File: config.mk
export PLATFORM = sky130hd
export DESIGN_NAME = instr_fetch
export DESIGN_NICKNAME = d
export VERILOG_FILES = /design/src/rtl/instr_fetch.sv
export SDC_FILE = /design/constraint.sdc
export NUM_CORES = 1
export LEC_CHECK = 0
export ABC_AREA = 1
export CAP_MARGIN = 20
export CORE_MARGIN = 10
export CORE_UTILIZATION = 53
export DETAILED_ROUTE_END_ITERATION = 7
export GPL_TIMING_DRIVEN = 0
export HOLD_SLACK_MARGIN = 0.06
export MAX_ROUTING_LAYER = met4
export PLACE_DENSITY = 0.82
export SKIP_CTS_REPAIR_TIMING = 1
export SLEW_MARGIN = 30
export SYNTH_ARGS = -nofsm -noshare
export SYNTH_HDL_FRONTEND = slang
export SYNTH_SLANG_ARGS = --single-unit
File: constraint.sdc
create_clock -name clk -period 3.8 [get_ports clk]
set_clock_uncertainty 0.2 [all_clocks]
set_input_delay 0.76 -clock clk [delete_from_list [all_inputs] [get_ports clk]]
set_output_delay 0.76 -clock clk [all_outputs]
set_load 0.005 [all_outputs]
File: src/rtl/instr_fetch.sv
// Instruction fetch unit: single-outstanding fetch FSM (IDLE/REQ/HOLD) that holds one
// instruction for decode and resolves the next PC (sequential, branch or jump) on accept.
module instr_fetch #(
    parameter logic [31:0] RESET_PC    = 32'h0000_0000,
    parameter logic [31:0] RESET_COUNT = 32'h0000_0000
) (
    input  logic        clk,
    input  logic        rst_n,
    output logic        imem_req,
    output logic [31:0] imem_addr,
    input  logic        imem_ack,
    input  logic [31:0] imem_rdata,
    output logic        ir_valid,
    input  logic        ir_ready,
    output logic [31:0] ir,
    output logic [5:0]  op,
    output logic [31:0] pc_plus4,
    input  logic        jump,
    input  logic        branch,
    input  logic        zero,
    output logic [31:0] fetch_count
);

    typedef enum logic [1:0] {
        IDLE = 2'd0,
        REQ  = 2'd1,
        HOLD = 2'd2
    } state_e;

    state_e      state_r;
    state_e      state_next_s;
    logic [31:0] pc_r;
    logic [31:0] pc_plus4_r;
    logic [31:0] ir_r;
    logic [31:0] fetch_count_r;
    logic        imem_req_r;
    logic        ir_valid_r;
    logic        capture_s;
    logic        accept_s;
    logic [31:0] branch_off_s;
    logic [31:0] next_pc_s;

    // Next-state decode; ack only matters in REQ and ready only in HOLD
    always_comb begin
        state_next_s = state_r;
        capture_s    = 1'b0;
        accept_s     = 1'b0;
        case (state_r)
            IDLE: begin
                state_next_s = REQ;
            end
            REQ: begin
                if (imem_ack) begin
                    capture_s    = 1'b1;
                    state_next_s = HOLD;
                end else begin
                    state_next_s = REQ;
                end
            end
            HOLD: begin
                if (ir_ready) begin
                    accept_s     = 1'b1;
                    state_next_s = REQ;
                end else begin
                    state_next_s = HOLD;
                end
            end
            default: begin
                state_next_s = IDLE;
            end
        endcase
    end

    // Next-PC selection; jump wins over a taken branch, all sums wrap modulo 2^32
    always_comb begin
        branch_off_s = {{14{ir_r[15]}}, ir_r[15:0], 2'b00};
        if (jump) begin
            next_pc_s = {pc_plus4_r[31:28], ir_r[25:0], 2'b00};
        end else if (branch && zero) begin
            next_pc_s = pc_plus4_r + branch_off_s;
        end else begin
            next_pc_s = pc_plus4_r;
        end
    end

    // FSM state and handshake outputs, registered from the next state
    always_ff @(posedge clk or negedge rst_n) begin
        if (!rst_n) begin
            state_r    <= IDLE;
            imem_req_r <= 1'b0;
            ir_valid_r <= 1'b0;
        end else begin
            state_r    <= state_next_s;
            imem_req_r <= (state_next_s == REQ);
            ir_valid_r <= (state_next_s == HOLD);
        end
    end

    // Instruction register: loaded only on a completed memory handshake
    always_ff @(posedge clk or negedge rst_n) begin
        if (!rst_n) begin
            ir_r <= 32'h0000_0000;
        end else if (capture_s) begin
            ir_r <= imem_rdata;
        end
    end

    // PC, its +4 companion and the accept counter advance together on accept
    always_ff @(posedge clk or negedge rst_n) begin
        if (!rst_n) begin
            pc_r          <= RESET_PC;
            pc_plus4_r    <= RESET_PC + 32'd4;
            fetch_count_r <= RESET_COUNT;
        end else if (accept_s) begin
            pc_r          <= next_pc_s;
            pc_plus4_r    <= next_pc_s + 32'd4;
            fetch_count_r <= fetch_count_r + 32'd1;
        end
    end

    assign imem_req    = imem_req_r;
    assign imem_addr   = pc_r;
    assign ir_valid    = ir_valid_r;
    assign ir          = ir_r;
    assign op          = ir_r[31:26];
    assign pc_plus4    = pc_plus4_r;
    assign fetch_count = fetch_count_r;

endmodule

==> impl_metrics.yaml, run 1 <==
setup_path:
  timing.rr.end: "pc_plus4[29]$_DFFE_PN0P_"
  critical_path.endpoint_type: "flop"
  cp_max_fo: 4
  cp-start-kind: "flop"
  r2r_start: "ir[0]$_DFFE_PN0P_"
  r2r_slack_ns: 0.22
  worstSetupPathType: "reg -> reg"
  cp.required_ns: 3.90
  worst_r2r_path_depth: 16
  arrival_ns: 3.68
job:
  maxCapViolations: 0
layout:
  num_antenna_cells: 0
  nNetsFinal: 1528
  drive_gt1_frac: 0.0973
  fin_area_mm2: 0.0116
  area_delta_synth_final_pct: 30.6
  final_cell_count_no_fill: 1690
  fill_cells: 1339
  final_util: 0.704
power:
  powerDensity_mw_per_mm2: 876
  ir_drop_v: 0.000437
  finalPower_mw: 10.2
  p_leak_nw: 5.89
placement:
  gp_congestion: 1.00
  dp_cells: 1658
  hpwlAfterDp_mm: 23.3
  io_buffer_count: 170
  dpl_worst_slack_ns: 0.0356
  placed_area_mm2: 0.0109
floorplan:
  core_area_mm2: 0.0165
  die_h_um: 150
  die_w_um: 150
  io_pins: 175
  placementRows: 47
  initial_core_util: 0.539
  dieArea_mm2: 0.0224
clock_network:
  cts_buffer_depth: 2
  root_buffer: "clkbuf_16"
  cts_buffers: 17
  cts.sink_count: 128
  cts_tree: "built"
  insertion_delay_ns: 0.42
  cts.htree.levels: 4
  clk_pin_slew_ns: 0.06
detailed_routing:
  ant_nets: 0
  wirelength_mm: 30.1
  route.vias.total: 8965
  routedWlPerCell_um: 17.8
  drt_drc_violations_left: 0
  drtIter0Drc: 759
  dr.pass1.iters: 5
  vias_per_cell: 5.30
synth:
  yosys-top-cells-count: "nand2_1 (417), inv_1 (177), dfrtp_1 (127)"
  synth_edf_count: 0
  syn_area_mm2: 0.00891
  yosys_register_bits: 128
  yosysTopAreaCell: "dfrtp_1"
  netlist-cell-type-count: 48
  avgSynthCellArea_um2: 7.05
  ys_seq_area_frac: 0.360
  synth_warnings: 0
  synthCells: 1264
  synth_most_common_cell: "nand2_1"
  synth_top_cell_area_share: 0.357
  async_reset_ff_frac: 1.00
  synthFlopType: "dfrtp_1"
  netlist_top_cells_area: "dfrtp_1 (36%), nand2_1 (18%), inv_1 (7.5%)"
timing:
  setup_slack_ns: 0.220
  finalSetupViolCount: 0
  finalMaxSlewViolations: 0
  worstMarginPinSlew_ns: 0.880
  rsz0062_at_grt: "no"
  period_needed_ns: 3.58
  period_share: 0.942
  max_freq_ghz: 0.279
  report.final.hold_viol_count: 0
  max_slew_margin: 0.414
global_routing:
  grt_max_degree: 66
  first_global_vias: 8872
  grt_pass1_wl_mm: 47.6
  track_usage: 0.279
  grt_antenna_before_repair: 0
  overflow: 0
status:
  outcome: "complete, no violations"
min_path:
  worstHoldPathType: "in -> async"
-- worst max-delay path by stage --
stage,startpoint,end,depth (start not counted),slack (ns)
detailed placement,ir[15]$_DFFE_PN0P_,pc_plus4[31]$_DFFE_PN0P_,18,0.04
global route,ir[0]$_DFFE_PN0P_,pc_plus4[29]$_DFFE_PN0P_,16,0.008
global placement,rst_n,ir[15]$_DFFE_PN0P_,1,-3.27
floorplan,ir[0]$_DFFE_PN0P_,pc_plus4[28]$_DFFE_PN0P_,20,0.84
CTS,ir[15]$_DFFE_PN0P_,pc_plus4[31]$_DFFE_PN0P_,18,0.01
finish,ir[0]$_DFFE_PN0P_,pc_plus4[29]$_DFFE_PN0P_,16,0.22
-- cells by family (layout without fill, tap and decap cells) --
family                     count (synthesis)  in the layout  share of synthesized area
AOI/OAI and AO/OA                        112            112                     0.0712
xor gates and xnor gates                  37             37                     0.0364
adders and majority gates                 32             32                     0.0458
buffers and inverters                    223            426                     0.0996
DFF                                      128            128                      0.360
muxes                                     27             27                     0.0341
other                                      1              4                   0.000421
and+or+nand+nor                          704            704                      0.353
-- placed cells by master, fill, tap and decap left out, types with 3 or more instances in the layout --
cell,n
nand2_1,417
inv_1,177
clkdlybuf4s50_1,169
dfrtp_1,126
nor2_1,100
nand3_1,97
a21oi_1,52
o21ai_0,36
ha_1,29
mux2_2,27
xor2_1,25
nand4_1,22
clkbuf_16,17
clkbuf_1,16
nor2_2,13
xnor2_1,12
nor3_1,10
buf_4,10
buf_2,8
nand3b_1,8
nor2_4,8
o21ai_1,7
nand3_2,7
inv_2,6
bufinv_16,6
nand2_2,5
buf_1,5
a21oi_4,4
nor3_2,4
conb_1,4
or2_2,3
o21bai_1,3
nand4_4,3
o31ai_1,3
clkinv_4,3
-- cell type report --
class | instances | area, um2 | area share
Tap cell | 220 | 275 | 0.0236
Clock inverter | 12 | 230 | 0.0198
Sequential cell | 128 | 3210 | 0.275
Clock buffer | 20 | 447 | 0.0384
Buffer | 37 | 186 | 0.0160
Inverter | 186 | 701 | 0.0602
Multi-Input combinational cell | 916 | 4860 | 0.418
Timing Repair Buffer | 171 | 1730 | 0.149
-- registers in the layout, indices dropped and copies added (netlist names) --
register,flops
imem_req,1
fetch_count,32
ir_valid,1
pc_plus4,30
ir,32
imem_addr,30
state_r,2
-- critical path, stage by stage (launching register included) --
cell	delay [ns]
dfrtp_1	0.41
ha_1	0.28
fa_1	0.48
nand2_1	0.14
nand2_1	0.09
nand3_1	0.11
nand2_1	0.14
nand2_1	0.09
nand3_1	0.17
a21oi_4	0.32
inv_2	0.11
nor3_2	0.26
nand4_1	0.16
nor2_1	0.26
nand3_1	0.12
nand2_1	0.08
nand3_1	0.06
-- power by group --
group	internal, mW	switching [mW]
Sequential	1.86	0.612
Combinational	2.48	3.37
Clock	1.25	0.621
-- per-stage QoR --
stage / TNS [ns] / hold WS (ns)
final: 0 / 0.0700
after global routing: 0 / 0.107
after CTS: 0 / 0.0946
after detailed placement: 0 / 0.273
after global placement: -415.33 / 0.256
after floorplan: 0 / 0.264
-- per-layer routing --
layer  GRT usage  up-vias  share of wire
met5           -        -              0
met3      0.0619       60          0.080
met2       0.448      358           0.47
met1       0.340     4167           0.42
li1            -     4380              -
met4      0.0957        0          0.030
Note: power is estimated with default switching activity, not from simulation.
==> run 2, diff against run 1 <==
--- a/config.mk
+++ b/config.mk
@@ -7,6 +7,7 @@
 export LEC_CHECK = 0
 export ABC_AREA = 1
 export CAP_MARGIN = 20
+export CORE_ASPECT_RATIO = 0.5
 export CORE_MARGIN = 10
 export CORE_UTILIZATION = 53
 export DETAILED_ROUTE_END_ITERATION = 7
==> run 2 against run 1 <==
Global-route usage is 0.65 points higher. Final area is 0.63% lower. Final cell count is 0.41% higher. First-iteration DRC count is 23% higher. Via count is 2.3% higher. Non-clock buffer count stayed put. Critical path depth is 1 higher. Sequential power hardly changed. Critical path type unchanged. Highest routed layer unchanged.
==> impl_metrics.yaml, run 2 (synthesis results as in run 1) <==
status:
  outcome: "complete, no violations"
layout:
  nNetsFinal: 1528
  area_delta_synth_final_pct: 29.8
  drive_gt1_frac: 0.100
  fin_area_mm2: 0.0116
  multi_input_area_mm2: 0.00485
  final_cell_count_no_fill: 1697
  final_cell_mix: "nand2_1 (417), inv_1 (177), clkdlybuf4s50_1 (169)"
  seq_area_mm2: 0.00321
  num_antenna_cells: 0
  fill_cells: 1363
  final_common_cell: "nand2_1"
  final_util: 0.704
setup_path:
  worstSetupPathType: "reg -> reg"
  cp_max_fo: 8
  arrival_ns: 3.74
  cp-start-kind: "flop"
  critical_path.endpoint_type: "flop"
  cp.required_ns: 3.89
global_routing:
  grt_antenna_before_repair: 0
  track_usage: 0.285
  overflow: 0
  first_global_vias: 8915
  grt_pass1_wl_mm: 49.7
  grt_max_degree: 70
timing:
  period_needed_ns: 3.65
  setup_slack_ns: 0.147
  period_share: 0.961
  report.final.hold_viol_count: 0
  hold_slack_ns: 0.0847
  finalMaxSlewViolations: 0
  setup_tns_ns: 0
  finalSetupViolCount: 0
  worstMarginPinSlew_ns: 0.843
  max_slew_margin: 0.438
  rsz0062_at_grt: "no"
  max_freq_ghz: 0.274
clock_network:
  cts.sink_count: 128
  cts_buffers: 17
  root_buffer: "clkbuf_16"
  cts_buffer_depth: 2
  insertion_delay_ns: 0.43
  cts_tree: "built"
  clk_pin_slew_ns: 0.07
  cts.htree.levels: 4
floorplan:
  io_pins: 175
  core_area_mm2: 0.0164
  initial_core_util: 0.542
  placementRows: 33
  dieArea_mm2: 0.0227
  die_w_um: 203
  die_h_um: 112
placement:
  gp_congestion: 1.01
  io_buffer_count: 170
  dpl_worst_slack_ns: 0.0538
  dp_cells: 1665
  placed_area_mm2: 0.0109
  hpwlAfterDp_mm: 25.3
detailed_routing:
  ant_nets: 0
  wl_met3_mm: 2.86
  route.vias.total: 9169
  vias_per_cell: 5.40
  routedWlPerCell_um: 18.7
  wirelength_mm: 31.8
  drtIter0Drc: 934
  drt_drc_violations_left: 0
  wl_met1_mm: 14.1
  dr.pass1.iters: 5
  wl_met2_mm: 14.4
  highest_layer: "met4"
min_path:
  worstHoldPathType: "in -> async"
power:
  p_leak_nw: 5.86
  powerDensity_mw_per_mm2: 883
  ir_drop_v: 0.000372
  finalPower_mw: 10.2
job:
  maxCapViolations: 0
-- run 2: cell count changes in the layout (fill, tap and decap cells not counted), sizes merged --
cell / before / now
inv: 185 / 194
clkinv: 5 / 6
clkinvlp: 2 / 0
bufinv: 6 / 1
clkbuf: 34 / 31
-- run 2: critical path: stages (launching register included) --
cell and delay (ns):
dfrtp_1 0.41, ha_2 0.25, fa_2 0.54, inv_1 0.05, nand2_1 0.05, nand3_1 0.06
nand2_1 0.17, ha_1 0.21, inv_1 0.05, nor2_2 0.13, nand3_1 0.13, nor2_1 0.16
nand3_1 0.12, nor2_2 0.16, nand4_2 0.22, nor2_4 0.28, xor2_1 0.25, o21ai_1 0.09
-- run 2: area by class of cell --
| type | instances | share of cell area |
|---|---|---|
| inverters | 186 | 0.0606 |
| repair buffers | 171 | 0.150 |
| flip-flops and latches | 128 | 0.277 |
| clock inverters | 15 | 0.0158 |
| well taps | 227 | 0.0246 |
| multi-input cells | 916 | 0.419 |
| clock buffers | 17 | 0.0368 |
| plain buffers | 37 | 0.0161 |
-- run 2: worst paths after layout --
check / start / end / slack [ns] / depth (start not counted)
worst min-delay path: rst_n / fetch_count[19]$_DFFE_PN0P_ / 0.08 / 1
min in group clk: fetch_count[31]$_DFFE_PN0P_ / fetch_count[31]$_DFFE_PN0P_ / 0.27 / 1
worst min register to register: fetch_count[31]$_DFFE_PN0P_ / fetch_count[31]$_DFFE_PN0P_ / 0.27 / 1
max in group asynchronous: rst_n / ir[15]$_DFFE_PN0P_ / 2.58 / 2
worst max-delay path: ir[0]$_DFFE_PN0P_ / pc_plus4[18]$_DFFE_PN0P_ / 0.15 / 17
worst max register to register: ir[0]$_DFFE_PN0P_ / pc_plus4[18]$_DFFE_PN0P_ / 0.15 / 17
-- run 2: metal layers --
layer	GRT usage	vias up
met4	0.0667	0
met2	0.441	406
met5	-	-
met1	0.379	4362
li1	-	4365
met3	0.0550	36
-- run 2: report_power, final --
| part | internal (mW) | switching, mW |
|---|---|---|
| Sequential | 1.87 | 0.628 |
| Clock | 0.947 | 0.730 |
| Combinational | 2.50 | 3.55 |
| Total | 5.31 | 4.91 |
==> run 3, diff against run 2 <==
--- a/config.mk
+++ b/config.mk
@@ -11,7 +11,6 @@
 export CORE_MARGIN = 10
 export CORE_UTILIZATION = 53
 export DETAILED_ROUTE_END_ITERATION = 7
-export GPL_TIMING_DRIVEN = 0
 export HOLD_SLACK_MARGIN = 0.06
 export MAX_ROUTING_LAYER = met4
 export PLACE_DENSITY = 0.82
==> run 3 against run 2 <==
Critical path depth decreased by 1. Largest power group unchanged. Via count is 1.0% lower. Combinational power increased by 1%. Sequential power hardly changed. Count of clock-buffer cells in the layout rose by 1. Wire length decreased by 1.7%. Final area down 0.68%. Flip-flop and latch count unchanged. Hold slack improved by 0.10 ns. Sequential share of layout area is 0.16 points higher.
==> impl_metrics.yaml, run 3 (synthesis results as in run 1) <==
placement:
  dp_cells: 1652
  gp_congestion: 0.989
  io_buffer_count: 170
  hpwlAfterDp_mm: 24.9
timing:
  setup_tns_ns: 0
  max_slew_margin: 0.415
  worstMarginPinSlew_ns: 0.877
  report.final.hold_viol_count: 0
  period_needed_ns: 3.52
  finalMaxSlewViolations: 0
  finalSetupViolCount: 0
  max_freq_ghz: 0.284
  period_share: 0.926
  rsz0062_at_grt: "no"
setup_path:
  critPathMaxStageDelay_ns: 0.40
  arrival_ns: 3.58
  path_cells: "ha_1 -> fa_1 -> buf_4 -> nand3_1 -> nand2_1 -> nand2_1 -> nand3_1 -> nand2_1 -> o21ai_1 -> nor2_1 -> nand3_1 -> nor2_2 -> nand4_2 -> nor2_4 -> xor2_1 -> o21ai_1"
  cp-startpoint: "ir[0]$_DFFE_PN0P_"
  cp.required_ns: 3.86
  crit_slowest_cell: "dfrtp_1"
  critical_path.endpoint_type: "flop"
  cp-start-kind: "flop"
  cp_num_buf_inv: 1
  r2r_start: "ir[0]$_DFFE_PN0P_"
  critical_path.top_delay_family: "simple AND/OR/NAND/NOR gates"
  worstSetupPathType: "reg -> reg"
  cp_max_fo: 8
detailed_routing:
  dr.pass1.iters: 5
  vias_per_cell: 5.39
  route.vias.total: 9073
  drt_drc_violations_left: 0
  ant_nets: 0
  wirelength_mm: 31.2
  drtIter0Drc: 922
  routedWlPerCell_um: 18.5
floorplan:
  die_h_um: 112
  die_w_um: 203
  core_area_mm2: 0.0164
  initial_core_util: 0.542
  dieArea_mm2: 0.0227
  placementRows: 33
  io_pins: 175
global_routing:
  grt_antenna_before_repair: 0
  grt_pass1_wl_mm: 49.5
  first_global_vias: 8775
  grt_max_degree: 97
  track_usage: 0.282
  overflow: 0
layout:
  final_common_cell: "nand2_1"
  num_antenna_cells: 0
  nNetsFinal: 1515
  final_cell_count_no_fill: 1684
  area_delta_synth_final_pct: 28.9
  drive_gt1_frac: 0.102
  final_cell_mix: "nand2_1 (417), inv_1 (177), clkdlybuf4s50_1 (169)"
  fill_cells: 1371
  final_util: 0.699
clock_network:
  cts.htree.levels: 4
  insertion_delay_ns: 0.42
  cts_buffers: 17
  root_buffer: "clkbuf_16"
  cts_tree: "built"
  cts.sink_count: 128
  clk_pin_slew_ns: 0.07
  cts_buffer_depth: 2
power:
  finalPower_mw: 10.2
  ir_drop_v: 0.000409
  powerDensity_mw_per_mm2: 885
  p_leak_nw: 5.85
job:
  maxCapViolations: 0
status:
  outcome: "complete, no violations"
min_path:
  worstHoldPathType: "in -> async"
[run 3: worst register-to-register path: stages (launching register included)]
cell     delay [ns]
dfrtp_1        0.40
ha_1           0.28
fa_1           0.40
buf_4          0.17
nand3_1        0.09
nand2_1        0.11
nand2_1        0.07
nand3_1        0.16
nand2_1        0.10
o21ai_1        0.19
nor2_1         0.22
nand3_1        0.11
nor2_2         0.15
nand4_2        0.19
nor2_4         0.26
xor2_1         0.19
o21ai_1        0.07
[run 3: final timing paths]
kind                                        endpoint  slack (ns)  depth (start not counted)
min reg2reg                imem_addr[25]$_DFFE_PN0P_        0.28                          2
min                             state_r[1]$_DFF_PN0_        0.19                          1
min in group clk           imem_addr[25]$_DFFE_PN0P_        0.28                          2
max in group asynchronous    pc_plus4[2]$_DFFE_PN1P_        2.31                          2
max reg2reg                 pc_plus4[18]$_DFFE_PN0P_        0.28                         16
max                         pc_plus4[18]$_DFFE_PN0P_        0.28                         16
[run 3: final cells by class]
cell class | instances | area (um2) | area share
multi-input cells | 916 | 4840 | 0.421
flip-flops and latches | 128 | 3200 | 0.279
repair buffers | 195 | 1900 | 0.165
inverters | 186 | 701 | 0.0610
clock buffers | 18 | 439 | 0.0382
well taps | 227 | 284 | 0.0247
clock inverters | 14 | 123 | 0.0107
[run 3: where the power goes]
part / switching (mW) / total [mW] / leakage (nW) / internal (mW)
Combinational: 3.59 / 6.11 / 3.97 / 2.52
Sequential: 0.614 / 2.48 / 1.60 / 1.86
Clock: 0.703 / 1.58 / 0.276 / 0.876
[run 3: through the flow]
| stage | worst slack, ns | cell area [um2] | hold WS [ns] |
|---|---|---|---|
| after CTS | 0.358 | 11500 | 0.209 |
| after global routing | 0.0547 | 11500 | 0.246 |
| after global placement | 0.248 | 10900 | 0.263 |
| final | 0.282 | 11500 | 0.189 |
| after floorplan | 0.838 | 8920 | 0.264 |
| after detailed placement | 0.150 | 10900 | 0.264 |
[run 3: layer usage]
metal,global-route usage,vias to the layer above,wire length (um)
met5,-,-,0
met2,0.417,438,13700
met4,0.0623,0,393
met1,0.385,4259,14000
met3,0.0628,38,3090
li1,-,4338,-
